<file path="src/rtl/anneal_ctrl.sv">
// Sequencer for the annealing node array: per-iteration opt / exp pipeline
// strobes with a rising inverse temperature, then a distance readout.
module anneal_ctrl #(
  parameter int NODE_NUM = 32,
  parameter int EXP_LEN  = 17,
  parameter int OPT_LAT  = 8
) (
  input  logic        clk,
  input  logic        reset,
  input  logic        start,
  input  logic        abort,
  input  logic [31:0] iter_num,
  input  logic [16:0] recip_init,
  input  logic [16:0] recip_step,
  output logic        busy,
  output logic        done,
  output logic        opt_run,
  output logic        exp_init,
  output logic        exp_run,
  output logic        exp_fin,
  output logic [16:0] exp_recip,
  output logic        distance_shift,
  output logic [31:0] iter_cnt
);

  localparam int MAX_OE = (OPT_LAT > EXP_LEN) ? OPT_LAT : EXP_LEN;
  localparam int CW     = (MAX_OE > NODE_NUM) ? MAX_OE : NODE_NUM;
  localparam logic [CW-1:0] CNT_ZERO = {CW{1'b0}};
  localparam logic [CW-1:0] CNT_ONE  = CW'(1);

  typedef enum logic [2:0] {
    IDLE  = 3'd0,
    OPT   = 3'd1,
    WAIT  = 3'd2,
    EINIT = 3'd3,
    ERUN  = 3'd4,
    EFIN  = 3'd5,
    SHIFT = 3'd6,
    DONE  = 3'd7
  } state_t;

  state_t        state_r, state_nxt_s;
  logic [CW-1:0] cnt_r, cnt_nxt_s;
  logic          abort_pend_r, abort_pend_nxt_s;
  logic [31:0]   iter_num_r;
  logic [16:0]   recip_step_r;
  logic          last_iter_s;

  // Saturating 17-bit add, evaluated at 18 bits.
  function automatic logic [16:0] sat_add(input logic [16:0] a, input logic [16:0] b);
    logic [17:0] sum;
    sum = {1'b0, a} + {1'b0, b};
    return sum[17] ? 17'h1FFFF : sum[16:0];
  endfunction

  // Remaining-cycle count loaded on entry; single-cycle states load zero.
  function automatic logic [CW-1:0] entry_len(input state_t s);
    case (s)
      WAIT:    entry_len = CW'(OPT_LAT - 1);
      ERUN:    entry_len = CW'(EXP_LEN - 1);
      SHIFT:   entry_len = CW'(NODE_NUM - 1);
      default: entry_len = CNT_ZERO;
    endcase
  endfunction

  assign last_iter_s = ((iter_cnt + 32'd1) == iter_num_r);

  // Next-state, counter and pending-abort logic.
  always_comb begin
    state_nxt_s      = state_r;
    cnt_nxt_s        = cnt_r;
    abort_pend_nxt_s = abort_pend_r;
    case (state_r)
      IDLE:    if (start) state_nxt_s = (iter_num == 32'd0) ? SHIFT : OPT;
               else       state_nxt_s = IDLE;
      OPT:     state_nxt_s = WAIT;
      WAIT:    if (cnt_r == CNT_ZERO) state_nxt_s = EINIT;
               else                   state_nxt_s = WAIT;
      EINIT:   state_nxt_s = ERUN;
      ERUN:    if (cnt_r == CNT_ZERO) state_nxt_s = EFIN;
               else                   state_nxt_s = ERUN;
      EFIN:    if (last_iter_s || abort_pend_r || abort) state_nxt_s = SHIFT;
               else                                      state_nxt_s = OPT;
      SHIFT:   if (cnt_r == CNT_ZERO) state_nxt_s = DONE;
               else                   state_nxt_s = SHIFT;
      DONE:    state_nxt_s = IDLE;
      default: state_nxt_s = IDLE;
    endcase

    if (state_nxt_s != state_r) begin
      cnt_nxt_s = entry_len(state_nxt_s);
    end else if (state_r == IDLE) begin
      cnt_nxt_s = cnt_r;
    end else begin
      cnt_nxt_s = cnt_r - CNT_ONE;
    end

    if (state_nxt_s == SHIFT) begin
      abort_pend_nxt_s = 1'b0;
    end else if (state_r inside {OPT, WAIT, EINIT, ERUN, EFIN}) begin
      abort_pend_nxt_s = abort_pend_r | abort;
    end else begin
      abort_pend_nxt_s = abort_pend_r;
    end
  end

  // State register and strobes registered from the next state.
  always_ff @(posedge clk) begin
    if (reset) begin
      state_r        <= IDLE;
      cnt_r          <= CNT_ZERO;
      abort_pend_r   <= 1'b0;
      busy           <= 1'b0;
      done           <= 1'b0;
      opt_run        <= 1'b0;
      exp_init       <= 1'b0;
      exp_run        <= 1'b0;
      exp_fin        <= 1'b0;
      distance_shift <= 1'b0;
    end else begin
      state_r        <= state_nxt_s;
      cnt_r          <= cnt_nxt_s;
      abort_pend_r   <= abort_pend_nxt_s;
      busy           <= (state_nxt_s != IDLE);
      done           <= (state_nxt_s == DONE);
      opt_run        <= (state_nxt_s == OPT);
      exp_init       <= (state_nxt_s == EINIT);
      exp_run        <= (state_nxt_s == ERUN);
      exp_fin        <= (state_nxt_s == EFIN);
      distance_shift <= (state_nxt_s == SHIFT);
    end
  end

  // Run parameters, iteration count and inverse temperature.
  always_ff @(posedge clk) begin
    if (reset) begin
      iter_num_r   <= 32'd0;
      recip_step_r <= 17'd0;
      exp_recip    <= 17'd0;
      iter_cnt     <= 32'd0;
    end else if ((state_r == IDLE) && start) begin
      iter_num_r   <= iter_num;
      recip_step_r <= recip_step;
      exp_recip    <= recip_init;
      iter_cnt     <= 32'd0;
    end else if (state_r == EFIN) begin
      exp_recip    <= sat_add(exp_recip, recip_step_r);
      iter_cnt     <= iter_cnt + 32'd1;
    end else begin
      exp_recip    <= exp_recip;
      iter_cnt     <= iter_cnt;
    end
  end

endmodule

</file>
<file path="config.mk">
export PLATFORM = sky130hd
export DESIGN_NAME = anneal_ctrl
export DESIGN_NICKNAME = d
export VERILOG_FILES = /design/src/rtl/anneal_ctrl.sv
export SDC_FILE = /design/constraint.sdc
export NUM_CORES = 1
export LEC_CHECK = 0
export ABC_AREA = 1
export CAP_MARGIN = 15
export CORE_MARGIN = 3
export CORE_UTILIZATION = 45
export DETAILED_ROUTE_END_ITERATION = 12
export PLACE_DENSITY = 0.65
export SLEW_MARGIN = 10
export SYNTH_ARGS = -nofsm -noshare
export SYNTH_HDL_FRONTEND = slang
export SYNTH_SLANG_ARGS = --single-unit
export TNS_END_PERCENT = 30
</file>
<file path="constraint.sdc">
create_clock -name clk -period 3.4 [get_ports clk]
set_input_delay 0.51 -clock clk [delete_from_list [all_inputs] [get_ports clk]]
set_output_delay 0.51 -clock clk [all_outputs]
set_load 0.01 [all_outputs]
</file>
==> flow_summary.toml, run 1 <==
[yosys]
postSynthAreaPerCell_sq_um = 6.681
syn-num-nets = 1329
synthCells = 1239
ys_types = 44
synthesis.area_sq_mm = 0.008278
synth-seq-area-share_pct = 34.10
ys_ff_latch = 141
yosysWarnings = 0

[worst_hold_path]
hp-class = "reg -> reg"

[placement]
dp.cells = 1566
port-buffer-count = 125
placed_cell_area_sq_mm = 0.009791
dp_hpwl_um = 17320
gp_congestion = 0.8919

[critical_path]
cp-start-kind = "flop"
cp_data_arrival_time_ns = 3.43
critPathRequiredTime_ns = 3.75
critical_path_class = "reg -> reg"
crit_fanout = 24
end_kind = "flop"

[sta]
timing.fmax_ghz = 0.3245
fin_hold_ws_ns = 0.4609
setup_viol = 0
drv_slew = 0
tightest_slew_ns = 0.7969
hold_violations = 0
finalClockSkew_ns = 0.01207
period_minus_slack_ns = 3.082
slew_headroom_pct = 46.38
finalCritPeriodShare_pct = 90.64
grt_setup_unrepaired = "no"

[job]
maxCapViolCount = 0

[layout]
area_delta_synth_final_pct = 26.84
final_common_cell = "nand2_1"
final_core_util_pct = 59.47
finalInstanceArea_sq_mm = 0.01050
drive_above_1_share_pct = 8.576
stdcell_count = 1601
final_cell_mix = "298 x nand2_1, 137 x dfxtp_1, 136 x inv_1"
register_area_sq_mm = 0.002830
n_fill_cell = 1729
multi_input_area_sq_mm = 0.004798
diodes = 0
nets = 1453

[routing]
finalWirelength_um = 23530
drc = 0
initialDrtViolationCount = 507
routed_via_density = 5.112
via_count = 8184
drtPass1Iterations = 5
ant_nets = 0
avgRoutedWirePerCell_um = 14.69

[outcome]
outcome = "finished clean"

[clock_network]
cts_tree = "yes"
clkSinkCount = 141
worstSkewPairLatency_ns = 0.43
clock_path_buffers = 2
cts_buffers = 17
path_clk_slew_ns = 0.06
htreeDepth = 4
hold_buffers = 0
cts_root_buffer = "clkbuf_16"

[global_routing]
gr-total-overflow = 0
grt_pass1_wl_um = 37960
antenna_found_initial = 0
grt_pass1_vias = 7618
grt_max_degree = 78
grt.total_usage_pct = 23.48

[floorplanning]
rows = 48
dieArea_sq_mm = 0.02006
die_h_um = 141.6
die_w_um = 141.6
initial_utilization_pct = 46.88
pin_count = 126
core_area_sq_mm = 0.01766

[pwr]
power_uw = 9175
p_leak_uw = 0.004449
power.density_mw_per_mm2 = 873.8
peakVddDrop_uv = 557.7
## registers in the layout (all words and copies together) (netlist names)
name            flops
exp_recip          17
busy                1
done                1
exp_init            1
iter_cnt           32
abort_pend_r        1
distance_shift      1
state_r             3
exp_run             1
exp_fin             1
cnt_r              32
opt_run             1
iter_num_r         32
recip_step_r       17
## worst max-delay path: stages, from the launching register on
cell	delay (ns)
dfxtp_4	0.39
ha_1	0.22
nand2_4	0.10
nor2_8	0.18
nand2_4	0.12
nor2_4	0.18
nand2_1	0.06
nand2_1	0.07
nand2_1	0.06
nand2_1	0.06
nand2_1	0.05
nor2_1	0.09
nand2_1	0.06
nor2_1	0.14
nand3_1	0.14
nand2_1	0.12
nand2_2	0.08
nand2_4	0.09
nand2_4	0.08
nand2_4	0.09
nand3_4	0.09
nor2_4	0.15
inv_2	0.05
buf_12	0.17
nor3_1	0.13
## cells in the mapped netlist, drive strengths merged
library cell / n / area (sq um)
a21boi: 1 / 7.510
nand3: 102 / 528.0
dfxtp: 141 / 2823
a2111oi: 1 / 8.760
xnor3: 2 / 45.04
a21o: 1 / 7.510
xnor2: 19 / 166.4
o21ai: 73 / 365.4
a31oi: 6 / 37.54
a21oi: 109 / 545.5
xor2: 26 / 227.7
nor4: 18 / 112.6
and2: 1 / 6.260
nor2: 167 / 808.3
nand2: 308 / 1204
o31ai: 2 / 20.02
clkbuf: 33 / 123.9
and3: 1 / 6.260
o2111ai: 1 / 8.760
buf: 6 / 38.78
a211oi: 1 / 7.510
ha: 19 / 237.7
a221o: 1 / 10.01
nand4: 11 / 68.82
o221ai: 1 / 8.760
or2: 10 / 62.56
nand3b: 1 / 7.510
o21bai: 5 / 37.54
fa: 1 / 20.02
inv: 141 / 529.3
nor3: 11 / 55.05
o211ai: 19 / 142.6
## what timing repair did
item | in CTS | in global routing
resized for setup | 0 | 10
setup endpoints to repair | 0 | 32
setup buffers | 0 | 3
## metrics by stage
step                worst slack [ns]  TNS [ns]
finish                        0.3181         0
global placement             -0.2005    -1.111
detailed placement           -0.1662   -0.9675
global route                0.004890         0
CTS                           0.1368         0
floorplan                     0.6719         0
## area by class of cell
cell class                 instances  area share [%]
inverter                         141           5.041
tap                              225           2.681
clock buffer                      18           4.183
multi-input combinational        918           45.70
timing repair buffer             144           13.39
sequential                       141           26.95
clock inverter                    14           2.050
## final timing paths
path | start | to | slack [ns] | cells past startpoint
worst min register to register | iter_num_r[21] | iter_num_r[21] | 0.46 | 2
worst max register to register | iter_cnt[0] | cnt_r[21] | 0.32 | 24
worst min-delay path | iter_num_r[21] | iter_num_r[21] | 0.46 | 2
worst max-delay path | iter_cnt[0] | cnt_r[21] | 0.32 | 24
## routing by layer
layer	share of wire, %	vias to the layer above	track usage, %
li1	-	4298	-
met1	48	3686	31.82
met2	46	168	38.22
met3	4.2	32	4.382
met4	1.8	0	6.919
met5	0	-	0
## kinds of logic (layout without fill, tap and decap cells)
| group | Yosys count | after routing | synth area share [%] |
|---|---|---|---|
| AND/OR/NAND/NOR | 630 | 630 | 34.54 |
| AO/OA/AOI/OAI | 221 | 221 | 14.59 |
| flip-flops | 141 | 141 | 34.10 |
| XOR/XNOR | 47 | 47 | 5.305 |
| buffers and inverters | 180 | 317 | 8.358 |
| adder cells (fa/ha/maj) | 20 | 20 | 3.114 |
## report_power, final
group	internal [uW]	leakage [uW]	switching (uW)
sequential	2110	0.00115	369
combinational	1760	0.00298	2860
clock	1320	0.000317	753
(Power assumes the default switching activity.)
==> inputs of run 2 (changes only) <==
--- a/config.mk
+++ b/config.mk
@@ -8,9 +8,10 @@
 export ABC_AREA = 1
 export CAP_MARGIN = 15
 export CORE_MARGIN = 3
-export CORE_UTILIZATION = 45
+export CORE_UTILIZATION = 30
+export CTS_BUF_LIST = sky130_fd_sc_hd__clkbuf_2
 export DETAILED_ROUTE_END_ITERATION = 12
-export PLACE_DENSITY = 0.65
+export PLACE_DENSITY = 0.46
 export SLEW_MARGIN = 10
 export SYNTH_ARGS = -nofsm -noshare
 export SYNTH_HDL_FRONTEND = slang
==> run 2 against run 1 <==
Via count increased by 0.72%. Non-clock buffer count up 11. Hold slack worse by 0.18 ns. Critical endpoint unchanged.
==> flow_summary.toml, run 2 (synthesis gave the netlist of run 1 again) <==
[outcome]
outcome = "finished clean"

[layout]
area_delta_synth_final_pct = 24.83
final_cell_mix = "297 x nand2_1, 136 x inv_1, 134 x dfxtp_1"
largestRegisters = "cnt_r (32), iter_cnt (32), iter_num_r (32)"
drive_above_1_share_pct = 9.524
finalInstanceArea_sq_mm = 0.01033
nets = 1464
final_common_cell = "nand2_1"

[sta]
timing.fmax_ghz = 0.3262
tightest_slew_ns = 1.005
drv_slew = 0
setup_viol = 0
grt_setup_unrepaired = "no"
period_minus_slack_ns = 3.066
finalCritPeriodShare_pct = 90.16
hold_violations = 0
worst_slack_ns = 0.3344
finalSetupTns_ns = 0
slew_headroom_pct = 32.96
finalClockSkew_ns = 0.05114

[placement]
gp_congestion = 0.8192
pre_cts_ws_ns = 0.1908
dp_hpwl_um = 19810
port-buffer-count = 125
placed_cell_area_sq_mm = 0.009996

[routing]
ant_nets = 0
drtPass1Iterations = 6
avgRoutedWirePerCell_um = 15.03
drc = 0
finalWirelength_um = 25970
initialDrtViolationCount = 511
via_count = 8243
routed_via_density = 4.770

[global_routing]
grt_pass1_wl_um = 41480
grt.total_usage_pct = 17.73
gr-total-overflow = 0
grt_pass1_vias = 8088
antenna_found_initial = 1
grt_max_degree = 49

[critical_path]
cp_data_arrival_time_ns = 3.70
critical_path.top_delay_family = "simple AND/OR/NAND/NOR gates"
cp-start-kind = "flop"
end_kind = "flop"
crit_path_top_delay_cell = "dfxtp_4"
crit_buf_inv = 3
slowest_delay_ns = 0.42
critPathRequiredTime_ns = 4.03
crit_fanout = 9
critical_path_class = "reg -> reg"
crit_top_cell = "nand2_2"
critical_path.cell_chain = "ha_1 > nand2_2 > nor2_8 > nand2_2 > nor2_4 > buf_4 > nand3_1 > nand3_1 > nand2_1 > nor2_1 > nand2_1 > nor2_1 > nand3_2 > nand2_2 > nand2_2 > nand2_4 > nand2_4 > nand2_4 > nand3_4 > nor2_4 > inv_2 > buf_12 > nor3_1"

[clock_network]
hold_buffers = 0
worstSkewPairLatency_ns = 0.72
htreeDepth = 4
cts_buffers = 17
clkSinkCount = 141
clock_path_buffers = 2
path_clk_slew_ns = 0.26
cts_tree = "yes"
cts_root_buffer = "clkbuf_2"

[floorplanning]
core_area_sq_mm = 0.02703
dieArea_sq_mm = 0.02962
die_h_um = 172.1
die_w_um = 172.1
pin_count = 126
initial_utilization_pct = 30.63
rows = 60

[job]
maxCapViolCount = 0

[worst_hold_path]
hp-class = "in -> reg"

[pwr]
power.density_mw_per_mm2 = 805.6
p_leak_uw = 0.004321
peakVddDrop_uv = 398.3
## run 2: cell types whose count changed in the layout (fill, tap and decap cells not counted), sizes merged, moves of 2 or more
| cell | change |
|---|---|
| buf | +12 |
| bufinv | -2 |
| clkinv | -3 |
| clkinvlp | +2 |
| inv | +2 |
## run 2: routing by layer
metal  GRT usage, %  wire length, um  vias to the layer above
met4          4.859              420                        0
met2          29.81            11980                      152
met1          23.50            12630                     3745
met5              0                0                        -
met3          3.086              941                       22
li1               -                -                     4324
## run 2: report_power, final
part,leakage [uW],internal [uW],switching (uW)
clock network,0.000141,413,688
registers,0.00115,2110,370
logic,0.00303,1850,2900
## run 2: layout make-up
cell class	count	area [sq um]
Antenna cell	1	2.502
Sequential cell	141	2834
Tap cell	341	426.7
Clock inverter	13	163.9
Multi-Input combinational cell	918	4791
Clock buffer	18	90.09
Timing Repair Buffer	155	1496
Fill cell	2920	16690
Inverter	141	529.3
## run 2: worst paths after layout
path	start	end	slack (ns)	cells after the start
min	reset	exp_recip[13]	0.28	4
max reg2reg	iter_cnt[1]	cnt_r[21]	0.33	23
max	iter_cnt[1]	cnt_r[21]	0.33	23
min reg2reg	iter_num_r[14]	iter_num_r[14]	0.49	2
## run 2: what timing repair did
action,in CTS,in global routing
setup buffers,0,7
gates resized for setup,0,12
endpoints found under the setup margin,0,30
## run 2: stage by stage
step | utilization (%) | std cells | total power (uW) | hold WS, ns
final | 38.24 | 1728 | 8325 | 0.2773
after detailed placement | 36.99 | 1689 | 7268 | 0.4614
after CTS | 37.93 | 1720 | 8429 | 0.1975
after floorplan | - | 1239 | 5765 | 0.4310
after global placement | 36.99 | 1689 | 7281 | 0.4572
after global routing | 38.24 | 1728 | 9121 | 0.2056
## run 2: tightest hold or removal path: cells and delay by family
family	cells	cell delay, ns
AO/OA/AOI/OAI	2	0.19
buffers and inverters	2	0.27
